<file path="src/rtl/steering_link_tx.sv">
// UART transmitter for the steering command: sends a 4-byte checksummed frame
// (A5, flags/dir[8], dir[7:0], xor) on every command change and as a keep-alive.
module steering_link_tx #(
   parameter int CLK_HZ         = 50_000_000,
   parameter int BAUD           = 115200,
   parameter int REFRESH_CYCLES = 500_000
) (
   input  logic        CLOCK_50,
   input  logic        reset_n,
   input  logic [8:0]  targetDirection_Ard,
   input  logic        reset_Pos_Ard,
   output logic        tx,
   output logic        busy,
   output logic [15:0] frames_sent
);

   localparam int DIV    = CLK_HZ / BAUD;
   localparam int BAUD_W = (DIV > 1) ? $clog2(DIV) : 1;
   localparam int REF_W  = (REFRESH_CYCLES > 1) ? $clog2(REFRESH_CYCLES) : 1;

   localparam logic [BAUD_W-1:0] BAUD_LAST = BAUD_W'(DIV - 1);
   localparam logic [REF_W-1:0]  REF_LAST  = REF_W'(REFRESH_CYCLES - 1);

   typedef enum logic [1:0] {S_IDLE, S_START, S_DATA, S_STOP} state_t;

   state_t            state;
   logic [BAUD_W-1:0] baud_cnt;
   logic [REF_W-1:0]  refresh_cnt;
   logic [2:0]        bit_idx;
   logic [1:0]        byte_idx;
   logic              sent_valid;
   logic [8:0]        snap_dir;
   logic              snap_pos;
   logic [7:0]        cur_byte;
   logic              bit_end;
   logic              trigger;

   function automatic logic [7:0] frame_byte(input logic [1:0] idx,
                                             input logic       pos,
                                             input logic [8:0] dir);
      logic [7:0] b1;
      logic [7:0] b2;
      b1 = {pos, 6'b0, dir[8]};
      b2 = dir[7:0];
      case (idx)
         2'd0:    frame_byte = 8'hA5;
         2'd1:    frame_byte = b1;
         2'd2:    frame_byte = b2;
         default: frame_byte = b1 ^ b2;
      endcase
   endfunction

   function automatic logic [REF_W-1:0] sat_inc_refresh(input logic [REF_W-1:0] cnt);
      sat_inc_refresh = (cnt == REF_LAST) ? cnt : cnt + REF_W'(1);
   endfunction

   // Payload always comes from the snapshot so a frame in flight is immune to input changes
   assign cur_byte = frame_byte(byte_idx, snap_pos, snap_dir);
   assign bit_end  = (baud_cnt == BAUD_LAST);
   assign trigger  = !sent_valid
                  || ({reset_Pos_Ard, targetDirection_Ard} != {snap_pos, snap_dir})
                  || (refresh_cnt == REF_LAST);

   always_ff @(posedge CLOCK_50) begin
      if (!reset_n) begin
         state       <= S_IDLE;
         tx          <= 1'b1;
         busy        <= 1'b0;
         frames_sent <= 16'd0;
         baud_cnt    <= '0;
         refresh_cnt <= '0;
         bit_idx     <= 3'd0;
         byte_idx    <= 2'd0;
         sent_valid  <= 1'b0;
         snap_dir    <= 9'd0;
         snap_pos    <= 1'b0;
      end else begin
         if (state == S_IDLE && trigger)
            refresh_cnt <= '0;
         else
            refresh_cnt <= sat_inc_refresh(refresh_cnt);

         if (state != S_IDLE)
            baud_cnt <= bit_end ? '0 : baud_cnt + BAUD_W'(1);

         case (state)
            S_IDLE: begin
               if (trigger) begin
                  snap_dir   <= targetDirection_Ard;
                  snap_pos   <= reset_Pos_Ard;
                  sent_valid <= 1'b1;
                  byte_idx   <= 2'd0;
                  baud_cnt   <= '0;
                  tx         <= 1'b0;
                  busy       <= 1'b1;
                  state      <= S_START;
               end
            end
            S_START: begin
               if (bit_end) begin
                  tx      <= cur_byte[0];
                  bit_idx <= 3'd0;
                  state   <= S_DATA;
               end
            end
            S_DATA: begin
               if (bit_end) begin
                  if (bit_idx == 3'd7) begin
                     tx    <= 1'b1;
                     state <= S_STOP;
                  end else begin
                     tx      <= cur_byte[bit_idx + 3'd1];
                     bit_idx <= bit_idx + 3'd1;
                  end
               end
            end
            default: begin
               if (bit_end) begin
                  if (byte_idx == 2'd3) begin
                     busy        <= 1'b0;
                     frames_sent <= frames_sent + 16'd1;
                     state       <= S_IDLE;
                  end else begin
                     byte_idx <= byte_idx + 2'd1;
                     tx       <= 1'b0;
                     state    <= S_START;
                  end
               end
            end
         endcase
      end
   end

endmodule

</file>
<file path="config.mk">
export PLATFORM = sky130hd
export DESIGN_NAME = steering_link_tx
export DESIGN_NICKNAME = d
export VERILOG_FILES = /design/src/rtl/steering_link_tx.sv
export SDC_FILE = /design/constraint.sdc
export NUM_CORES = 1
export LEC_CHECK = 0
export CELL_PAD_IN_SITES_DETAIL_PLACEMENT = 1
export CELL_PAD_IN_SITES_GLOBAL_PLACEMENT = 1
export CORE_MARGIN = 1.5
export CORE_UTILIZATION = 48
export DETAILED_ROUTE_END_ITERATION = 7
export DONT_BUFFER_PORTS = 1
export PLACE_DENSITY = 0.86
export SLEW_MARGIN = 20
export SYNTH_ARGS = -nofsm -noshare
export SYNTH_HDL_FRONTEND = slang
export SYNTH_SLANG_ARGS = --single-unit
</file>
<file path="constraint.sdc">
create_clock -name CLOCK_50 -period 3.2 [get_ports CLOCK_50]
set_input_delay 0.64 -clock CLOCK_50 [delete_from_list [all_inputs] [get_ports CLOCK_50]]
set_output_delay 0.64 -clock CLOCK_50 [all_outputs]
set_load 0.02 [all_outputs]
</file>
== After elaboration in Yosys (flattened, before gate mapping) ==
Cells that the tools add are included.
Storage, ports and cells
  output and inout bits: 18
  input bits: 12
  logic and storage cells: 90
  register bits: 64
Operators by class
  multiplexer cells: 33
  equal/unequal tests: 16
  bitwise logic cells: 4
  add/sub/neg operators: 5
  reduce and logical (&&, ||, !) cells: 20
  magnitude comparators: 1
Operators by type and width (number)
  2-to-1 mux 9 bit: 4
  case mux 8 bit (3 select lines): 1
  adder 19 x 1 -> 19 bit (second input constant): 1
  equality test 19 bit (second input constant): 1
  adder 16 x 1 -> 16 bit (second input constant): 1
  2-to-1 mux 2 bit: 8
  inequality test 2 bit (second input constant): 6
  AND reduction 4 bit: 3
  2-to-1 mux 1 bit: 11
  inequality test 10 bit: 1
  AND reduction 5 bit: 2
  adder 9 x 1 -> 9 bit (second input constant): 1
  equality test 9 bit (second input constant): 1
  2-to-1 mux 3 bit: 3
  nonzero test 2 bit: 4
  bitwise XOR 8 bit: 1
  equality test 2 bit (second input constant): 3
  case mux 2 bit (3 select lines): 1
  case mux 3 bit (2 select lines): 1
  equality test 2 x 1 -> 1 bit (second input constant): 2
  logical NOT 2 bit: 2
  less-than comparator 3 x 4 -> 1 bit (second input constant): 1
  inequality test 4 x 2 -> 1 bit (second input constant): 1
  case mux 2 bit (2 select lines): 1
  other kinds (14): 18

== Depth between registers and ports, before layout ==
Gate-level depths: netlist of the first run.
  depth after elaboration: 7
  gate-level depth with buffers: 9
  gate-level depth less buffers: 8

== Worst setup path after synthesis of the first run ==
Ideal clock, no wire load.
  path kind: reg-to-reg
  start: register refresh_cnt[7]
  end: register refresh_cnt[0]
  cell stages (with the launch flop): 10
  required time: 3.085 ns
  path buffers: 3
  library setup time: 0.115 ns
  setup slack: 0.588 ns
  period minus slack after synthesis: 2.612 ns
  arrival time: 2.497 ns
  path through: dfxtp_1 > or4b_1 > or4_1 > or4_1 > buf_6 > a21o_2 > buf_4 > nand2_4 > buf_4 > nor2_1
Between the ends
  cells in the longest elaborated chain, start to end: 4
RTL lines
  start: declaration: RTL line 28  | logic [REF_W-1:0] refresh_cnt;
  start signal: assignment: RTL line 81  | refresh_cnt <= sat_inc_refresh(refresh_cnt);
  equality test 19 bit *: RTL line 54, 62
  logical OR 1 bit: RTL line 62  | || (refresh_cnt == REF_LAST);
  logical AND 1 bit: RTL line 78  | if (state == S_IDLE && trigger)
  OR reduction 2 bit (no line)
Every way passes the cells marked *; elsewhere a longest branch is shown, timed or not.
A chain may end at the register's enable or synchronous reset.

== Worst setup path in the final report of the first run ==
  start: register refresh_cnt[7]
  end: register tx
Between the ends
  cells in the longest elaborated chain, start to end: 4
RTL lines
  equality test 19 bit: RTL line 62
  logical OR 1 bit: RTL line 62
  inequality test 2 bit (no line)
  AND reduction 5 bit (no line)
  end signal: assignment: RTL line 101  | tx <= cur_byte[0];
  end signal: assignment: RTL line 112  | tx <= cur_byte[bit_idx + 3'd1];
  end: declaration: RTL line 12  | output logic tx,
No other way between the ends.

==> qor.yml, run 1 <==
flow_run:
  cap_violations: 0
detailed_routing:
  wire_per_inst_um: 16.4
  drtAntennaViolNets: 0
  wl_met1_mm: 3.46
  drtIter0Drc: 75
  wl_met3_um: 246
  routed_wl_mm: 7.92
  drt_first_pass_iters: 5
  drcViolationCount: 0
  topRoutingLayerUsed: "met4"
  vias_per_cell: 5.61
  dr_wl_met2_mm: 4.08
  num_vias: 2708
logic_synthesis:
  synth_cells: 385
  yosysUniqueCellTypes: 52
  ys_seq_area_share_pct: 37.9
  synth_async_sr_flop_share_pct: 0
  synth_area_leader_cell: "dfxtp_1"
  ys_warn_count: 0
  yosysMostFrequentCell: "dfxtp_1"
  synth_top_area_share_pct: 37.9
  syn_avg_cell_area_um2: 8.78
  synth_seq_cells: 64
  synthFlopType: "dfxtp_1"
  synth_area_mm2: 0.00338
  synth-edff-count: 0
  synth_commonest_cells: "64 x dfxtp_1, 35 x nor2_1, 26 x xnor2_1"
  synth_area_leaders: "dfxtp_1 38%, xnor2_1 6.7%, ha_1 5.5%"
  syn-num-nets: 412
clocking:
  clock_path_buffers: 2
  cts_buffers: 9
  cts-htree-levels: 3
  cts_hold_buffers: 0
  cts_tree: "built"
  cts_resized: 0
  root_buffer: "clkbuf_8"
  cts_setup_buffers: 0
  cts.reportedPaths.clkPinSlew_ps: 70
  clk-insertion-delay-late_ps: 340
  cts_sinks: 64
place:
  placed_cell_area_mm2: 0.00343
  gp_congestion: 0.778
  dp_hpwl_mm: 5.63
  port_buffers: 0
pwr:
  power_switching_uw: 646
  cellPowerDensity_mw_per_mm2: 587
  leakage_nw: 1.33
  ir_drop_uv: 385
  p_seq_share_pct: 44.7
  pwr-share-clk_pct: 36.3
  swShare_pct: 30.1
  internal_power_mw: 1.50
  power_frac_comb_pct: 19.1
status:
  outcome: "complete, no violations"
sta:
  slew_viol_final: 0
  rsz0062_at_grt: "no"
  hold_viol_final: 0
  fin_setup_tns_ps: 0
  max_freq_ghz: 0.344
  fin_crit_sh_pct: 90.8
  relSlewSlack_pct: 59.2
  fin_skew_ps: 7.59
  setup_viol: 0
  worst_slew_pin_slew_ps: 612
  fin_crit_ps: 2900
cells_and_area:
  finalNetCount: 409
  final_cell_area_mm2: 0.00365
  seq_area_mm2: 0.00128
  drive_above_1_share_pct: 6.46
  area_delta_synth_final_pct: 7.99
  nFillCells: 813
  multi_input_area_mm2: 0.00198
  n_antenna_cell: 0
floorplanning:
  std_cell_rows: 30
  fp.coreArea_mm2: 0.00679
  die_y_um: 86.9
  die_area_mm2: 0.00756
  die_w_um: 86.9
  start_util_pct: 49.8
  io_pins: 30
critical_path:
  crit_required_ps: 3430
  rr_worst_depth: 6
  critPathCaptureType: "flop"
  worst_setup_path_start_kind: "flop"
  cp.arrival_ps: 3140
  rr_endpoint: "tx"
  crit_type: "reg2reg"
  cp_max_fo: 12
  rr_startpoint: "refresh_cnt[7]"
  regToRegSetupSlack_ps: 300
global_routing:
  antenna_found_initial: 0
  grt_pass1_wl_mm: 13.2
  track_usage_pct: 22.6
  grt_pass1_vias: 2832
  grt_max_degree: 50
  grt_remaining_overflow: 0
worst_hold_path:
  min-delay-start: "reset_n"
  hp-class: "in2reg"
  hold_path_end: "frames_sent[4]"
  hold_depth: 1
[registers in the layout, summed over array words and instances, names as in the netlist]
name         cells
state            2
tx               1
bit_idx          3
sent_valid       1
baud_cnt         9
snap_pos         1
byte_idx         2
frames_sent     16
refresh_cnt     19
snap_dir         9
busy             1
[power groups by stage]
stage	Clock [mW]	Sequential, mW	Combinational [mW]
after detailed placement	0	0.973	0.410
after floorplan	0	0.950	0.341
after global routing	0.836	0.967	0.455
final	0.778	0.958	0.408
after global placement	0	0.967	0.385
after CTS	0.797	0.957	0.413
[cells in the final DEF (no fill, tap or decap), drive strengths merged, types with 4 or more instances in the layout]
cell type,Yosys,layout
a21boi,4,4
a21oi,7,7
a22oi,4,4
and2,13,13
and3,11,11
and4,6,6
clkbuf,10,11
dfxtp,64,64
ha,15,15
inv,11,11
mux2i,16,16
nand2,24,24
nand3,20,20
nand4,11,11
nor2,35,35
nor2b,25,25
nor3,7,7
o21ai,20,20
xnor2,26,26
xor2,12,12
[routing by layer]
| metal | global-route usage, % | up-vias |
|---|---|---|
| met5 | 0 | - |
| met4 | 8.50 | 0 |
| met3 | 6.73 | 13 |
| met2 | 39.7 | 40 |
| met1 | 25.7 | 1311 |
| li1 | - | 1344 |
[cell families after synthesis]
group / after synthesis / synth area share (%)
AOI/OAI and AO/OA: 55 / 10.5
xor gates and xnor gates: 38 / 9.84
adders and majority gates: 15 / 5.55
buffers and inverters: 26 / 3.55
DFF: 64 / 37.9
muxes: 17 / 5.07
and+or+nand+nor: 170 / 27.6
[stage by stage]
stage / power [mW] / std cells / worst slack (ps) / utilization (%) / hold slack (ps)
after global placement: 1.35 / 467 / 436 / 50.5 / 440
after CTS: 2.17 / 483 / 280 / 53.8 / 395
after floorplan: 1.29 / 385 / 588 / - / 427
after global routing: 2.26 / 483 / 185 / 53.8 / 400
after detailed placement: 1.38 / 467 / 340 / 50.5 / 448
final: 2.14 / 483 / 296 / 53.8 / 423
[worst max-delay path, stage by stage, from the launching register on]
cell      delay, ps
dfxtp_1         350
or4b_1          540
or4_1           510
or4_1           580
and3_4          290
or2_0           230
o311ai_1        290
[cell type report]
class | instances | share of cell area (%)
Timing Repair Buffer | 1 | 0.206
Sequential cell | 64 | 35.1
Clock inverter | 5 | 2.19
Multi-Input combinational cell | 295 | 54.2
Clock buffer | 11 | 3.87
Tap cell | 96 | 3.29
Inverter | 11 | 1.13
[how the worst max path moves through the flow]
stage	start	end	slack (ps)	cells after the start
after floorplan	refresh_cnt[7]	refresh_cnt[0]	590	9
after global placement	refresh_cnt[7]	state[0]	440	6
after detailed placement	refresh_cnt[7]	tx	340	6
after CTS	refresh_cnt[7]	tx	280	6
after global routing	refresh_cnt[7]	tx	190	6
final	refresh_cnt[7]	tx	300	6
Power figures use the tool's default switching activity.
==> run 2, diff against run 1 <==
--- a/config.mk
+++ b/config.mk
@@ -12,6 +12,7 @@
 export DETAILED_ROUTE_END_ITERATION = 7
 export DONT_BUFFER_PORTS = 1
 export PLACE_DENSITY = 0.86
+export REMOVE_ABC_BUFFERS = 1
 export SLEW_MARGIN = 20
 export SYNTH_ARGS = -nofsm -noshare
 export SYNTH_HDL_FRONTEND = slang
==> qor.yml, run 2 (synthesized netlist as in run 1, its figures left out) <==
status:
  outcome: "complete, no violations"
detailed_routing:
  vias_per_cell: 5.72
  num_vias: 2747
  drtIter0Drc: 114
  drtAntennaViolNets: 0
  routed_wl_mm: 8.03
  drt_first_pass_iters: 4
  wire_per_inst_um: 16.7
  drcViolationCount: 0
cells_and_area:
  reg_top3: "refresh_cnt (19), frames_sent (16)"
  area_delta_synth_final_pct: 6.18
  regMostFlops: "refresh_cnt"
  stdcell_count: 480
  largest_reg_flops: 19
  final_cell_mix: "64 x dfxtp_1, 35 x nor2_1, 26 x xnor2_1"
  mostFrequentLayoutCell: "dfxtp_1"
  finalNetCount: 409
  n_antenna_cell: 0
  final_cell_area_mm2: 0.00359
  drive_above_1_share_pct: 5.73
floorplanning:
  fp.coreArea_mm2: 0.00679
  io_pins: 30
  start_util_pct: 49.8
  die_w_um: 86.9
  die_y_um: 86.9
  die_area_mm2: 0.00756
  std_cell_rows: 30
clocking:
  cts_sinks: 64
  clock_path_buffers: 2
  cts_setup_buffers: 0
  cts-htree-levels: 3
  cts_tree: "built"
  cts_hold_buffers: 0
  root_buffer: "clkbuf_8"
  cts.reportedPaths.clkPinSlew_ps: 60
  cts_buffers: 9
  clk-insertion-delay-late_ps: 340
  cts_resized: 0
global_routing:
  track_usage_pct: 22.5
  grt_max_degree: 50
  grt_pass1_vias: 2918
  antenna_found_initial: 0
  grt_remaining_overflow: 0
  grt_pass1_wl_mm: 13.4
critical_path:
  crit_type: "reg2reg"
  crit_top_cell: "or4_1"
  critPathCaptureType: "flop"
  cp_max_fo: 12
  cp_slowest_stage_delay_ps: 590
  crit_chain: "or4b_1 -> or4_1 -> or4_1 -> and3_4 -> or2_0 -> o311ai_1"
  rr_endpoint: "tx"
  regToRegSetupSlack_ps: 300
  path_delay_family: "simple AND/OR/NAND/NOR gates"
  worst_setup_path_start_kind: "flop"
  crit_required_ps: 3440
  rr_startpoint: "refresh_cnt[7]"
  rr_worst_depth: 6
  cp.buffers_inverters: 0
  cp.arrival_ps: 3140
  critPathSlowestCell: "or4_1"
place:
  placed_cells: 467
  placed_cell_area_mm2: 0.00343
  gp_congestion: 0.807
  port_buffers: 0
  dp_hpwl_mm: 5.72
pwr:
  ir_drop_uv: 284
  cellPowerDensity_mw_per_mm2: 549
  p_total_mw: 1.97
  leakage_nw: 1.31
sta:
  slew_viol_final: 0
  hold_viol_final: 0
  max_freq_ghz: 0.345
  fin_crit_ps: 2900
  setup_viol: 0
  fin_crit_sh_pct: 90.5
  worst_slew_pin_slew_ps: 674
  fin_skew_ps: 10.4
  fin_setup_tns_ps: 0
  hold_ws_ps: 404
  relSlewSlack_pct: 55.1
  rsz0062_at_grt: "no"
worst_hold_path:
  hp-class: "in2reg"
  hold_depth: 1
  min-delay-start: "reset_n"
  hold_path_end: "tx"
flow_run:
  cap_violations: 0
run 2: changes by cell type in the layout (fill, tap and decap cells not counted):
| cell | before | now |
|---|---|---|
| clkbuf_8 | 10 | 11 |
| clkinvlp_4 | 2 | 0 |
| bufinv_16 | 2 | 0 |
run 2: metrics by stage:
stage	setup slack, ps	utilization (%)
2_1_floorplan	552	-
3_3_place_gp	444	50.5
3_5_place_dp	354	50.5
4_1_cts	303	52.9
5_1_grt	143	52.9
6_report	304	52.9
run 2: worst max path at each step:
stage,start,to,slack (ps),cells after the start
detailed placement,refresh_cnt[7],state[0],350,6
floorplan,refresh_cnt[7],state[0],550,6
global route,refresh_cnt[7],tx,140,6
CTS,refresh_cnt[7],tx,300,6
global placement,refresh_cnt[7],state[0],440,6
finish,refresh_cnt[7],tx,300,6
run 2: where the power goes:
group,total (mW),switching (mW),internal (mW)
combinational,0.416,0.242,0.174
sequential,0.954,0.0880,0.866
clock,0.603,0.294,0.310
run 2: layer usage:
metal | vias up | GRT usage [%] | share of wire, %
li1 | 1335 | - | -
met1 | 1345 | 26.2 | 43
met2 | 46 | 39.5 | 51
met3 | 21 | 4.55 | 3.7
met4 | 0 | 10.1 | 2.3
met5 | - | 0 | 0
run 2: final cells by class:
| class | instances | area (um2) |
|---|---|---|
| clock buffer | 12 | 155 |
| clock inverter | 1 | 5.00 |
| fill | 805 | 3200 |
| inverter | 11 | 41.3 |
| multi-input combinational | 295 | 1980 |
| sequential | 64 | 1280 |
| tap | 96 | 120 |
| timing repair buffer | 1 | 7.51 |
run 2: worst register-to-register path, stage by stage, from the launching register on:
cell	delay [ps]
dfxtp_1	350
or4b_1	530
or4_1	500
or4_1	590
and3_4	300
or2_0	250
o311ai_1	280
==> run 3, diff against run 2 <==
--- a/config.mk
+++ b/config.mk
@@ -11,7 +11,7 @@
 export CORE_UTILIZATION = 48
 export DETAILED_ROUTE_END_ITERATION = 7
 export DONT_BUFFER_PORTS = 1
-export PLACE_DENSITY = 0.86
+export PLACE_DENSITY_LB_ADDON = 0.1
 export REMOVE_ABC_BUFFERS = 1
 export SLEW_MARGIN = 20
 export SYNTH_ARGS = -nofsm -noshare
==> qor.yml, run 3 (synthesized netlist as in run 1, its figures left out) <==
status:
  outcome: "complete, no violations"
detailed_routing:
  drt_first_pass_iters: 4
  wire_per_inst_um: 15.6
  routed_wl_mm: 7.54
  drtIter0Drc: 125
  drcViolationCount: 0
  num_vias: 2666
  drtAntennaViolNets: 0
  vias_per_cell: 5.52
pwr:
  ir_drop_uv: 503
  p_seq_share_pct: 42.8
  p_total_mw: 2.23
  pwr-share-clk_pct: 39.3
  power_frac_comb_pct: 18.0
  leakage_nw: 1.35
  cellPowerDensity_mw_per_mm2: 605
  swShare_pct: 28.4
  internal_power_mw: 1.60
  power_switching_uw: 633
place:
  gp_congestion: 0.744
  placed_cell_area_mm2: 0.00343
  placed_cells: 467
  dp_hpwl_mm: 5.17
  dp_slack_ps: 365
  port_buffers: 0
clocking:
  cts_sinks: 64
  cts-htree-levels: 3
  cts_hold_buffers: 0
  cts_buffers: 9
  cts.reportedPaths.clkPinSlew_ps: 70
  root_buffer: "clkbuf_8"
  clock_path_buffers: 2
  cts_setup_buffers: 0
  clk-insertion-delay-late_ps: 340
  cts_resized: 0
  cts_tree: "built"
critical_path:
  crit_type: "reg2reg"
  cp_max_fo: 12
  crit_required_ps: 3420
  rr_worst_depth: 6
  cp.arrival_ps: 3070
  worst_setup_path_start_kind: "flop"
  critPathCaptureType: "flop"
  regToRegSetupSlack_ps: 360
sta:
  max_freq_ghz: 0.352
  relSlewSlack_pct: 59.2
  rsz0062_at_grt: "no"
  worst_slew_pin_slew_ps: 613
  hold_viol_final: 0
  fin_crit_sh_pct: 88.9
  setup_viol: 0
  fin_setup_tns_ps: 0
  slew_viol_final: 0
  fin_skew_ps: 9.95
  fin_crit_ps: 2840
  hold_ws_ps: 395
  fin_ws_ps: 356
cells_and_area:
  post-route-util_pct: 54.2
  final_cell_mix: "64 x dfxtp_1, 35 x nor2_1, 26 x xnor2_1"
  seq_area_mm2: 0.00128
  area_delta_synth_final_pct: 8.95
  multi_input_area_mm2: 0.00198
  final_cell_area_mm2: 0.00368
  nFillCells: 819
  reg_top3: "refresh_cnt (19), frames_sent (16)"
  drive_above_1_share_pct: 6.72
  finalNetCount: 409
  stdcell_count: 483
  regMostFlops: "refresh_cnt"
  mostFrequentLayoutCell: "dfxtp_1"
  largest_reg_flops: 19
  n_antenna_cell: 0
floorplanning:
  fp.coreArea_mm2: 0.00679
  die_y_um: 86.9
  die_area_mm2: 0.00756
  die_w_um: 86.9
  io_pins: 30
  std_cell_rows: 30
  start_util_pct: 49.8
flow_run:
  cap_violations: 0
global_routing:
  grt_pass1_wl_mm: 12.7
  grt_max_degree: 50
  grt_pass1_vias: 2768
  grt_remaining_overflow: 0
  track_usage_pct: 21.2
  antenna_found_initial: 0
worst_hold_path:
  hp-class: "in2reg"
  hold_depth: 1
-- run 3: area by class of cell --
| class | instances | area share, % |
|---|---|---|
| Clock buffer | 11 | 4.11 |
| Clock inverter | 5 | 2.78 |
| Tap cell | 96 | 3.26 |
| Sequential cell | 64 | 34.8 |
| Timing Repair Buffer | 1 | 0.204 |
| Inverter | 11 | 1.12 |
| Multi-Input combinational cell | 295 | 53.8 |
-- run 3: path summary, 6_finish.rpt --
check	end	start
worst max-delay path	state[0]	refresh_cnt[7]
worst max register to register	state[0]	refresh_cnt[7]
worst min-delay path	tx	reset_n
worst min register to register	sent_valid	sent_valid
-- run 3: layer usage --
layer,vias to the layer above,part of all wire (%),GRT usage (%)
li1,1345,-,-
met1,1274,48,25.8
met2,35,47,35.0
met3,12,3.7,7.20
met4,0,1.3,6.60
met5,-,0,0
-- run 3: worst max-delay path: stages, from the launching register on --
cell and delay [ps]:
dfxtp_1 340, or4b_1 510, or4_1 500, or4_1 590
and3_4 310, a211o_2 350, mux2i_1 120
-- run 3: power groups by stage --
stage          combinational (mW)  sequential (mW)  clock, mW
4_1_cts                     0.406            0.954      0.897
6_report                    0.400            0.954      0.876
3_3_place_gp                0.390            0.968          0
2_1_floorplan               0.321            0.950          0
5_1_grt                     0.459            0.965      0.933
3_5_place_dp                0.401            0.970          0
